--- src/rtl/serial_word_deserializer.sv ---
// serial_word_deserializer
//   Bit-serial to word-parallel converter. One data bit is shifted in per
//   enabled clock, LSB first. When the sender flags the last (MSB) bit, the
//   assembled LENGTH-bit word is registered onto o_dout. A frame that ends
//   with fewer than LENGTH bits raises o_frame_err instead.
//
//   Optional feature macro: SERIAL_WORD_DESERIALIZER_PARITY_EN
//     When defined, the enabled edge after a good frame is a parity slot.
//     i_par_bit is sampled there and checked for even parity against o_dout.
//     o_par_err pulses on a mismatch. The parity slot does not shift data
//     and is not counted into the next frame.
//
//   Ports
//     i_clk        : clock, rising edge active
//     i_rst        : asynchronous active-low reset
//     i_en         : clock enable
//     i_din        : serial data bit, LSB first
//     i_din_valid  : high with the last (MSB) bit of a frame
//     i_par_bit    : even parity bit (parity build only)
//     o_dout       : last good word, held until the next good frame
//     o_dout_valid : one-cycle pulse when o_dout updates
//     o_frame_err  : one-cycle pulse when a frame ends short
//     o_par_err    : one-cycle pulse on a parity mismatch (parity build only)
module serial_word_deserializer #(
  parameter int LENGTH = 24
) (
  input  logic              i_clk,
  input  logic              i_rst,
  input  logic              i_en,
  input  logic              i_din,
  input  logic              i_din_valid,
`ifdef SERIAL_WORD_DESERIALIZER_PARITY_EN
  input  logic              i_par_bit,
  output logic              o_par_err,
`endif
  output logic [LENGTH-1:0] o_dout,
  output logic              o_dout_valid,
  output logic              o_frame_err
);

  localparam int CW = $clog2(LENGTH + 1);
  localparam logic [CW-1:0] CNT_MAX  = CW'(LENGTH);
  localparam logic [CW-1:0] CNT_GOOD = CW'(LENGTH - 1);

  logic [LENGTH-1:0] sr_r;
  logic [CW-1:0]     cnt_r;
  logic [LENGTH-1:0] shifted_s;
  logic              good_s;

`ifdef SERIAL_WORD_DESERIALIZER_PARITY_EN
  logic              par_pending_r;

  // Even parity over a stored word: the expected parity bit is the XOR of all bits.
  function automatic logic even_parity(input logic [LENGTH-1:0] word);
    even_parity = ^word;
  endfunction
`endif

  // Next shift-register image (current bit enters at the MSB) and good-frame test.
  always_comb begin
    shifted_s = {i_din, sr_r[LENGTH-1:1]};
    good_s    = (cnt_r >= CNT_GOOD);
  end

  // Datapath, bit counter and registered output pulses.
  always_ff @(posedge i_clk or negedge i_rst) begin
    if (!i_rst) begin
      sr_r         <= '0;
      cnt_r        <= '0;
      o_dout       <= '0;
      o_dout_valid <= 1'b0;
      o_frame_err  <= 1'b0;
`ifdef SERIAL_WORD_DESERIALIZER_PARITY_EN
      par_pending_r <= 1'b0;
      o_par_err     <= 1'b0;
`endif
    end else begin
      // Pulses last exactly one cycle unless re-asserted below.
      o_dout_valid <= 1'b0;
      o_frame_err  <= 1'b0;
`ifdef SERIAL_WORD_DESERIALIZER_PARITY_EN
      o_par_err    <= 1'b0;
`endif
      if (i_en) begin
`ifdef SERIAL_WORD_DESERIALIZER_PARITY_EN
        if (par_pending_r) begin
          // Parity slot: data inputs are ignored, shift state is held.
          par_pending_r <= 1'b0;
          o_par_err     <= (even_parity(o_dout) != i_par_bit);
        end else begin
`endif
          sr_r <= shifted_s;
          if (i_din_valid) begin
            cnt_r <= '0;
            if (good_s) begin
              o_dout       <= shifted_s;
              o_dout_valid <= 1'b1;
`ifdef SERIAL_WORD_DESERIALIZER_PARITY_EN
              par_pending_r <= 1'b1;
`endif
            end else begin
              o_frame_err <= 1'b1;
            end
          end else if (cnt_r != CNT_MAX) begin
            cnt_r <= cnt_r + CW'(1);
          end else begin
            // Saturated: an overlong frame keeps a sliding window of bits.
            cnt_r <= cnt_r;
          end
`ifdef SERIAL_WORD_DESERIALIZER_PARITY_EN
        end
`endif
      end else begin
        sr_r  <= sr_r;
        cnt_r <= cnt_r;
      end
    end
  end

endmodule

--- config.mk ---
export PLATFORM = sky130hd
export DESIGN_NAME = serial_word_deserializer
export DESIGN_NICKNAME = d
export VERILOG_FILES = /design/src/rtl/serial_word_deserializer.sv
export SDC_FILE = /design/constraint.sdc
export NUM_CORES = 1
export LEC_CHECK = 0
export BUFFER_PORTS_ARGS = -buffer_cell sky130_fd_sc_hd__buf_2
export CORE_UTILIZATION = 50
export DETAILED_ROUTE_END_ITERATION = 10
export GPL_ROUTABILITY_DRIVEN = 1
export GPL_TIMING_DRIVEN = 0
export PLACE_DENSITY_LB_ADDON = 0.05
export SYNTH_ARGS = -nofsm -noshare
export SYNTH_HDL_FRONTEND = slang
export SYNTH_SLANG_ARGS = --single-unit
--- constraint.sdc ---
create_clock -name i_clk -period 1.7 [get_ports i_clk]
set_input_delay 0.085 -clock i_clk [delete_from_list [all_inputs] [get_ports i_clk]]
set_output_delay 0.085 -clock i_clk [all_outputs]
set_load 0.1 [all_outputs]
==> results of run 1 <==
-- synthesized netlist by cell type (all sizes together) --
cell type and count:
nor2b 1, a22o 1, nor2 3, ha 2
o31ai 2, o311ai 1, a41oi 1, a31oi 1
a221o 1, nand4 1, buf 4, nand3 3
o21ai 2, clkbuf 2, a211oi 1, nand2b 1
mux2 48, dfrtp 54, nand2 2, nor3 2
inv 4
-- sequential cells by signal, indices dropped and copies added (netlist names) --
register	count
o_dout	24
o_dout_valid	1
o_frame_err	1
cnt_r	5
sr_r	23
-- where the power goes --
| part | switching, mW | internal (mW) |
|---|---|---|
| Combinational | 0.582 | 0.291 |
| Clock | 0.394 | 0.329 |
| Sequential | 0.196 | 1.59 |
| Total | 1.17 | 2.21 |
-- layout by cell type, fill, tap and decap left out --
| cell type | n |
|---|---|
| a211oi_2 | 1 |
| a221o_1 | 1 |
| a22o_1 | 1 |
| a31oi_1 | 1 |
| a41oi_1 | 1 |
| buf_2 | 30 |
| buf_4 | 4 |
| buf_6 | 2 |
| clkbuf_1 | 3 |
| clkbuf_8 | 6 |
| clkinv_2 | 1 |
| dfrtp_1 | 52 |
| dfrtp_2 | 2 |
| ha_1 | 1 |
| ha_2 | 1 |
| inv_1 | 4 |
| mux2_1 | 19 |
| mux2_2 | 29 |
| nand2_1 | 2 |
| nand2b_1 | 1 |
| nand3_1 | 3 |
| nand4_1 | 1 |
| nor2_1 | 3 |
| nor2b_1 | 1 |
| nor3_1 | 1 |
| nor3_4 | 1 |
| o21ai_0 | 1 |
| o21ai_1 | 1 |
| o311ai_0 | 1 |
| o31ai_1 | 2 |
-- cells by family after synthesis --
logic type                 share of synthesized area (%)
AOI/OAI and AO/OA                                  3.762
DFF                                                63.49
buffers and inverters                              2.704
muxes                                              25.40
and+or+nand+nor                                    3.469
adders and majority gates                          1.176
-- routing by layer --
layer,up-vias,track usage (%),wire [µm]
met1,617,22.54,1622
li1,570,-,-
met2,26,28.00,1570
met3,4,6.081,139
met5,-,0,0
met4,0,7.979,38
-- per-stage QoR --
stage | TNS (ps) | utilization [%]
finish | 0 | 60.50
global placement | -2968 | 57.57
floorplan | 0 | -
detailed placement | -4269 | 57.57
global route | 0 | 60.50
CTS | 0 | 60.44
-- worst max-delay path by stage --
stage	from	end	slack, ps	cells after the start
floorplan	cnt_r[0]$_DFFE_PN0P_	o_dout[10]$_DFFE_PN0P_	60	5
global placement	cnt_r[1]$_DFFE_PN0P_	o_dout[12]$_DFFE_PN0P_	-160	5
detailed placement	cnt_r[1]$_DFFE_PN0P_	o_dout[7]$_DFFE_PN0P_	-230	5
CTS	cnt_r[0]$_DFFE_PN0P_	o_dout[21]$_DFFE_PN0P_	3	5
global route	cnt_r[1]$_DFFE_PN0P_	o_dout[16]$_DFFE_PN0P_	30	5
finish	cnt_r[0]$_DFFE_PN0P_	o_dout[21]$_DFFE_PN0P_	100	5
-- final cells by class --
class / count / area (µm²)
Fill cell: 317 / 1603
Sequential cell: 54 / 1354
Multi-Input combinational cell: 73 / 721.9
Timing Repair Buffer: 32 / 167.7
Clock buffer: 7 / 86.33
Tap cell: 50 / 62.56
Buffer: 6 / 42.54
Inverter: 4 / 15.01
Clock inverter: 1 / 5.005
-- timing repair --
action | 4_1_cts | 5_1_grt
resized for setup | 2 | 1
pin swaps | 2 | 1
endpoints found under the setup margin | 24 | 19
buffers inserted | 3 | 0
==> impl_metrics.yaml, run 1 <==
floorplan:
  fp-row-count: 23
  io_pins: 31
  dieHeight_um: 67.24
  core_um2: 4058
  fp.dieW_um: 67.24
  initial_core_util_pct: 52.45
  die_area_um2: 4521
sta:
  max_freq_mhz: 624.3
  setup_slack_ps: 98.11
  setup_violations: 0
  period_needed_ps: 1602
  holdWs_ps: 11.42
  finalMaxSlewViolations: 0
  timing.final.crit_share_pct: 94.23
  finClkSkew_ps: 9.802
  hold_viol: 0
  relSlewSlack_pct: 21.81
  rsz0062_at_grt: "no"
  tightest_slew_ps: 1173
setup_path:
  worst_setup_path_end_kind: "register"
  reg2reg_setup_slack_ps: 100
  cp_slowest_cell: "dfrtp_2"
  reg2reg_depth: 5
  path_buf_inv: 2
  worstPathRequired_ps: 1880
  max_stage_delay_ps: 420
  cp_cell_sequence: "buf_4 -> a211oi_2 -> nor3_4 -> buf_6 -> mux2_1"
  r2r_end: "o_dout[21]$_DFFE_PN0P_"
  critical_path.top_delay_family: "flip-flops"
  worstPathArrival_ps: 1780
  start_kind: "register"
  crit_path_max_fanout: 10
  reg2reg_from: "cnt_r[0]$_DFFE_PN0P_"
  critical_path_class: "reg -> reg"
synthesis:
  synthTopCellsByArea: "dfrtp_1 (63%), mux2_2 (15%), mux2_1 (10%)"
  yosysUniqueCellTypes: 26
  syn_inst: 137
  netlist_area_um2: 2128
  avgSynthCellArea_um2: 15.53
  ys_warn_count: 0
  yosysTopAreaCell: "dfrtp_1"
  synth_top_area_share_pct: 63.49
  yosysSeqAreaShare_pct: 63.49
  synth_fp_nets: 144
  ys_seq_elements: 54
power:
  peakVddDrop_v: 0.0007402
  power_density_nw_per_um2: 1377
  total_power_mw: 3.379
  leakage_nw: 1.262
route:
  drc: 0
  routed_wl_mm: 3.371
  routedWlPerCell_um: 14.85
  vias: 1217
  viasPerCell: 5.361
  antenna_left: 0
  dr.first_iter.drc_count: 64
  firstDrtPassIters: 2
layout:
  finalInstanceArea_um2: 2455
  num_antenna_cells: 0
  finalNonFillerCells: 227
  area_growth_pct: 15.34
  drive_gt1_share_pct: 43.50
  layout.nets: 183
placement:
  dpl.hpwl_mm: 2.228
  numPortBuffers: 29
  dp.cells: 216
  gp_congestion: 0.7837
  placed_cell_area_um2: 2336
  pre_cts_slack_ps: -225.0
clocking:
  clock-sinks: 54
  ctsLongestPathBuffers: 2
  root_buffer: "clkbuf_8"
  cts_hold_buf: 0
  worst_setup_hold_path_clk_slew_ps: 100
  numCtsBuffers: 5
  clk-insertion-delay-late_ps: 300
  cts_tree: "built"
  htreeDepth: 2
global_routing:
  grt_max_degree: 55
  grt_pass1_vias: 1226
  grt_pass1_wl_mm: 5.837
  grt_usage_pct: 17.93
  antenna_found_initial: 0
  grt_overflow_total: 0
outcome:
  status: "complete, no violations"
worst_hold_path:
  hold_path_class: "in -> async"
flow_run:
  cap_violations: 0
Power figures use the tool's default switching activity.
==> inputs of run 2 (changes only) <==
--- a/config.mk
+++ b/config.mk
@@ -6,6 +6,7 @@
 export NUM_CORES = 1
 export LEC_CHECK = 0
 export BUFFER_PORTS_ARGS = -buffer_cell sky130_fd_sc_hd__buf_2
+export CORE_ASPECT_RATIO = 1.4
 export CORE_UTILIZATION = 50
 export DETAILED_ROUTE_END_ITERATION = 10
 export GPL_ROUTABILITY_DRIVEN = 1
==> run 2 against run 1 <==
Net effect: the flow now finishes with violations (DRC); setup slack lost 32 ps; cell count down 2.6%; via count up 1.2%; wire length rose by 3.6%; clock power is 18% higher; largest cell class unchanged.
==> impl_metrics.yaml, run 2 (synthesis gave the netlist of run 1 again) <==
power:
  p_int_mw: 2.317
  seqPwrFrac_pct: 50.9
  power_density_nw_per_um2: 1411
  peakVddDrop_v: 0.0008838
  p_sw_mw: 1.194
  switching_share_pct: 34.00
  combPwrFrac_pct: 24.7
  clock_power_share_pct: 24.4
  total_power_mw: 3.511
  leakage_nw: 1.280
global_routing:
  antenna_found_initial: 0
  grt_pass1_vias: 1284
  grt_pass1_wl_mm: 5.671
  grt_usage_pct: 16.33
  grt_overflow_total: 0
  grt_max_degree: 55
placement:
  pre_cts_slack_ps: -195.4
  dpl.hpwl_mm: 2.322
  numPortBuffers: 29
  gp_congestion: 0.8155
  placed_cell_area_um2: 2327
  dp.cells: 209
clocking:
  clock-sinks: 54
  worst_setup_hold_path_clk_slew_ps: 100
  numCtsBuffers: 5
  clk-insertion-delay-late_ps: 300
  ctsLongestPathBuffers: 2
  cts_tree: "built"
  cts_hold_buf: 0
  htreeDepth: 2
  root_buffer: "clkbuf_8"
outcome:
  violations: "DRC"
  status: "finished with violations"
floorplan:
  initial_core_util_pct: 52.94
  fp.dieW_um: 57.14
  die_area_um2: 4525
  dieHeight_um: 79.20
  fp-row-count: 27
  io_pins: 31
  core_um2: 4020
route:
  viasPerCell: 5.570
  routed_wl_mm: 3.494
  routedWlPerCell_um: 15.81
  firstDrtPassIters: 7
  dr.first_iter.drc_count: 54
  antenna_left: 0
  drc: 4
  vias: 1231
layout:
  finalInstanceArea_um2: 2489
  largest-register: "o_dout"
  largest_reg_flops: 24
  area_growth_pct: 16.93
  layout_commonest_cell: "dfrtp_1"
  finalNonFillerCells: 221
  utilization_pct: 61.90
  final_cell_mix: "dfrtp_1 (52), buf_2 (30), mux2_2 (29), mux2_1 (19), clkbuf_8 (5)"
  num_antenna_cells: 0
  drive_gt1_share_pct: 44.38
  top_regs: "o_dout: 24 flops, sr_r: 23 flops, cnt_r: 5 flops"
  layout.nets: 184
setup_path:
  reg2reg_setup_slack_ps: 70
  crit_start: "cnt_r[0]$_DFFE_PN0P_"
  worstPathArrival_ps: 1830
  worst_setup_path_end_kind: "register"
  reg2reg_depth: 5
  crit_path_max_fanout: 10
  reg2reg_from: "cnt_r[0]$_DFFE_PN0P_"
  start_kind: "register"
  r2r_end: "o_dout[19]$_DFFE_PN0P_"
  worstPathRequired_ps: 1890
  critPathCapture: "o_dout[19]$_DFFE_PN0P_"
  critical_path_class: "reg -> reg"
sta:
  setup_slack_ps: 65.88
  timing.final.crit_share_pct: 96.12
  relSlewSlack_pct: 21.69
  tightest_slew_ps: 1175
  finClkSkew_ps: 5.715
  rsz0062_at_grt: "yes"
  holdWs_ps: 19.60
  period_needed_ps: 1634
  fin_setup_tns_ps: 0
  max_freq_mhz: 611.9
  finalMaxSlewViolations: 0
  setup_violations: 0
  hold_viol: 0
worst_hold_path:
  hold_path_class: "in -> async"
flow_run:
  cap_violations: 0
run 2: metal layers:
metal	routed length, µm	track usage [%]	share of wire (%)
met3	152	5.049	4.4
met2	1868	28.47	53
met4	33	5.854	0.94
met1	1439	18.69	41
met5	0	0	0
run 2: worst min path at each step:
stage / depth (start not counted) / end / slack (ps)
floorplan: 0 / cnt_r[0]$_DFFE_PN0P_ / -210
finish: 1 / o_dout[14]$_DFFE_PN0P_ / 20
global placement: 2 / sr_r[23]$_DFFE_PN0P_ / 330
global route: 2 / o_dout[23]$_DFFE_PN0P_ / 20
detailed placement: 2 / sr_r[23]$_DFFE_PN0P_ / 340
CTS: 2 / sr_r[23]$_DFFE_PN0P_ / 20
run 2: timing repair:
action / in CTS / in global routing
gates cloned: 0 / 1
pin swaps: 1 / 1
setup buffers: 2 / 1
resized for setup: 3 / 3
endpoints found under the setup margin: 24 / 23
hold endpoints to repair: 0 / 0
run 2: area by class of cell:
class / count / area, µm²
fillers: 337 / 1531
flip-flops and latches: 54 / 1354
well taps: 43 / 53.80
repair buffers: 33 / 178.9
inverters: 4 / 15.01
clock buffers: 5 / 68.82
clock inverters: 3 / 43.79
multi-input cells: 73 / 732.0
plain buffers: 6 / 42.54
run 2: critical path, stage by stage (launching register included):
cell and delay, ps:
dfrtp_2 450, ha_4 170, a211oi_2 50, nor3_4 310, buf_6 200, mux2_1 330
run 2: power by group through the flow:
stage | Clock [mW] | Sequential [mW] | Combinational (mW)
floorplan | 0 | 2.14 | 0.331
global placement | 0 | 1.79 | 0.841
detailed placement | 0 | 1.82 | 0.864
CTS | 0.883 | 1.79 | 0.868
global route | 0.915 | 1.84 | 0.919
finish | 0.856 | 1.79 | 0.868
==> inputs of run 3 (changes only) <==
--- a/config.mk
+++ b/config.mk
@@ -11,6 +11,7 @@
 export DETAILED_ROUTE_END_ITERATION = 10
 export GPL_ROUTABILITY_DRIVEN = 1
 export GPL_TIMING_DRIVEN = 0
+export HOLD_SLACK_MARGIN = 0.08
 export PLACE_DENSITY_LB_ADDON = 0.05
 export SYNTH_ARGS = -nofsm -noshare
 export SYNTH_HDL_FRONTEND = slang
==> run 3 against run 2 <==
Net effect: the flow still finishes with violations (DRC); wire length fell by 0.31%; sequential share of layout area down 0.43 points; die area did not move; register-to-register slack is essentially flat; clock skew rose by 0.58 ps; global-route usage rose by 0.070 points; sequential power hardly changed; combinational power about the same; worst hold slack better by 93 ps; clock power grew 0.5%; largest cell class unchanged; highest routed layer unchanged.
==> impl_metrics.yaml, run 3 (synthesis gave the netlist of run 1 again) <==
sta:
  tightest_slew_ps: 1150
  fin_setup_tns_ps: 0
  hold_viol: 0
  holdWs_ps: 112.2
  setup_slack_ps: 69.93
  finalMaxSlewViolations: 0
  timing.final.crit_share_pct: 95.89
  period_needed_ps: 1630
  rsz0062_at_grt: "yes"
  setup_violations: 0
  relSlewSlack_pct: 23.31
  finClkSkew_ps: 6.298
  max_freq_mhz: 613.5
clocking:
  htreeDepth: 2
  numCtsBuffers: 5
  cts_tree: "built"
  clk-insertion-delay-late_ps: 300
  ctsLongestPathBuffers: 2
  clock-sinks: 54
  worst_setup_hold_path_clk_slew_ps: 100
  root_buffer: "clkbuf_8"
worst_hold_path:
  hold_path_class: "in -> reg"
floorplan:
  initial_core_util_pct: 52.94
  fp.dieW_um: 57.14
  dieHeight_um: 79.20
  die_area_um2: 4525
  fp-row-count: 27
  io_pins: 31
  core_um2: 4020
setup_path:
  worstPathArrival_ps: 1820
  worstPathRequired_ps: 1890
  max_stage_delay_ps: 450
  worst_setup_path_end_kind: "register"
  start_kind: "register"
  cp_slowest_cell: "dfrtp_2"
  crit_path_max_fanout: 10
  critical_path_class: "reg -> reg"
  cp_cell_sequence: "ha_4 -> a211oi_2 -> nor3_4 -> buf_6 -> mux2_1"
layout:
  num_antenna_cells: 0
  largest_reg_flops: 24
  area_growth_pct: 17.87
  top_regs: "o_dout: 24 flops, sr_r: 23 flops, cnt_r: 5 flops"
  drive_gt1_share_pct: 43.89
  fill_cells: 336
  multi_input_area_um2: 732.0
  final_cell_mix: "dfrtp_1 (52), buf_2 (30), mux2_2 (29), mux2_1 (19), clkbuf_8 (5)"
  finalInstanceArea_um2: 2509
  layout.nets: 186
  layout_commonest_cell: "dfrtp_1"
  largest-register: "o_dout"
  seq_area_um2: 1354
placement:
  gp_congestion: 0.8155
  pre_cts_slack_ps: -195.4
  dpl.hpwl_mm: 2.322
  placed_cell_area_um2: 2327
  numPortBuffers: 29
global_routing:
  grt_overflow_total: 0
  grt_pass1_vias: 1295
  use_met3_pct: 5.049
  grtUsageMet1_pct: 18.47
  grt_use_met2_pct: 28.94
  grt_usage_pct: 16.40
  grt_pass1_wl_mm: 5.706
  grt_max_degree: 55
  busiest_layer: "met2"
  antenna_found_initial: 0
outcome:
  violations: "DRC"
  status: "finished with violations"
route:
  routed_wl_mm: 3.483
  firstDrtPassIters: 7
  vias: 1239
  drc: 4
  dr.first_iter.drc_count: 49
  antenna_left: 0
  routedWlPerCell_um: 15.62
  viasPerCell: 5.556
power:
  peakVddDrop_v: 0.0008903
  power_density_nw_per_um2: 1402
  leakage_nw: 1.288
flow_run:
  cap_violations: 0
[run 3: changes by cell type in the layout (fill, tap and decap cells not counted), sizes merged]
cell and delta:
dlygate4sd3 +2
[run 3: report_power, final]
group	internal (mW)	switching, mW
Combinational	0.293	0.577
Clock	0.442	0.418
Sequential	1.59	0.201
[run 3: repair_timing]
action	in CTS	in global routing
hold buffers	2	0
endpoints found under the hold margin	56	0
endpoints found under the setup margin	24	23
pin swaps	1	1
gates resized for setup	3	3
buffers inserted	2	1
gates cloned	0	1
[run 3: cell type report]
class	instances	share of cell area (%)
clock buffers	5	2.743
inverters	4	0.5985
repair buffers	35	7.930
clock inverters	3	1.746
plain buffers	6	1.696
flip-flops and latches	54	53.97
multi-input cells	73	29.18
well taps	43	2.145
[run 3: path summary, 6_finish.rpt]
| check | start | end | slack [ps] | cells after the start |
|---|---|---|---|---|
| min in group asynchronous | i_rst | cnt_r[3]$_DFFE_PN0P_ | 550 | 2 |
| min | i_din_valid | cnt_r[2]$_DFFE_PN0P_ | 110 | 2 |
| max in group asynchronous | i_rst | cnt_r[0]$_DFFE_PN0P_ | 380 | 2 |
| max reg2reg | cnt_r[0]$_DFFE_PN0P_ | o_dout[19]$_DFFE_PN0P_ | 70 | 5 |
| min reg2reg | o_dout[7]$_DFFE_PN0P_ | o_dout[7]$_DFFE_PN0P_ | 490 | 1 |
| max | cnt_r[0]$_DFFE_PN0P_ | o_dout[19]$_DFFE_PN0P_ | 70 | 5 |
[run 3: metal layers]
metal	routed length, µm	share of wire (%)
met4	33	0.95
met3	162	4.7
met2	1884	54
met1	1403	40
met5	0	0
[run 3: critical path, delay by kind of cell, from the launching register on]
family	cells	cell delay [ps]
adders and majority gates	1	170
and+or+nand+nor	1	310
buffers and inverters	1	200
DFF	1	450
muxes	1	330
AOI/OAI and AO/OA	1	50
[run 3: through the flow]
step | std cells | power [mW] | util (%)
floorplan | 137 | 2.475 | -
global placement | 209 | 2.635 | 57.89
detailed placement | 209 | 2.680 | 57.89
CTS | 221 | 3.545 | 61.69
global route | 223 | 3.672 | 62.40
finish | 223 | 3.517 | 62.40
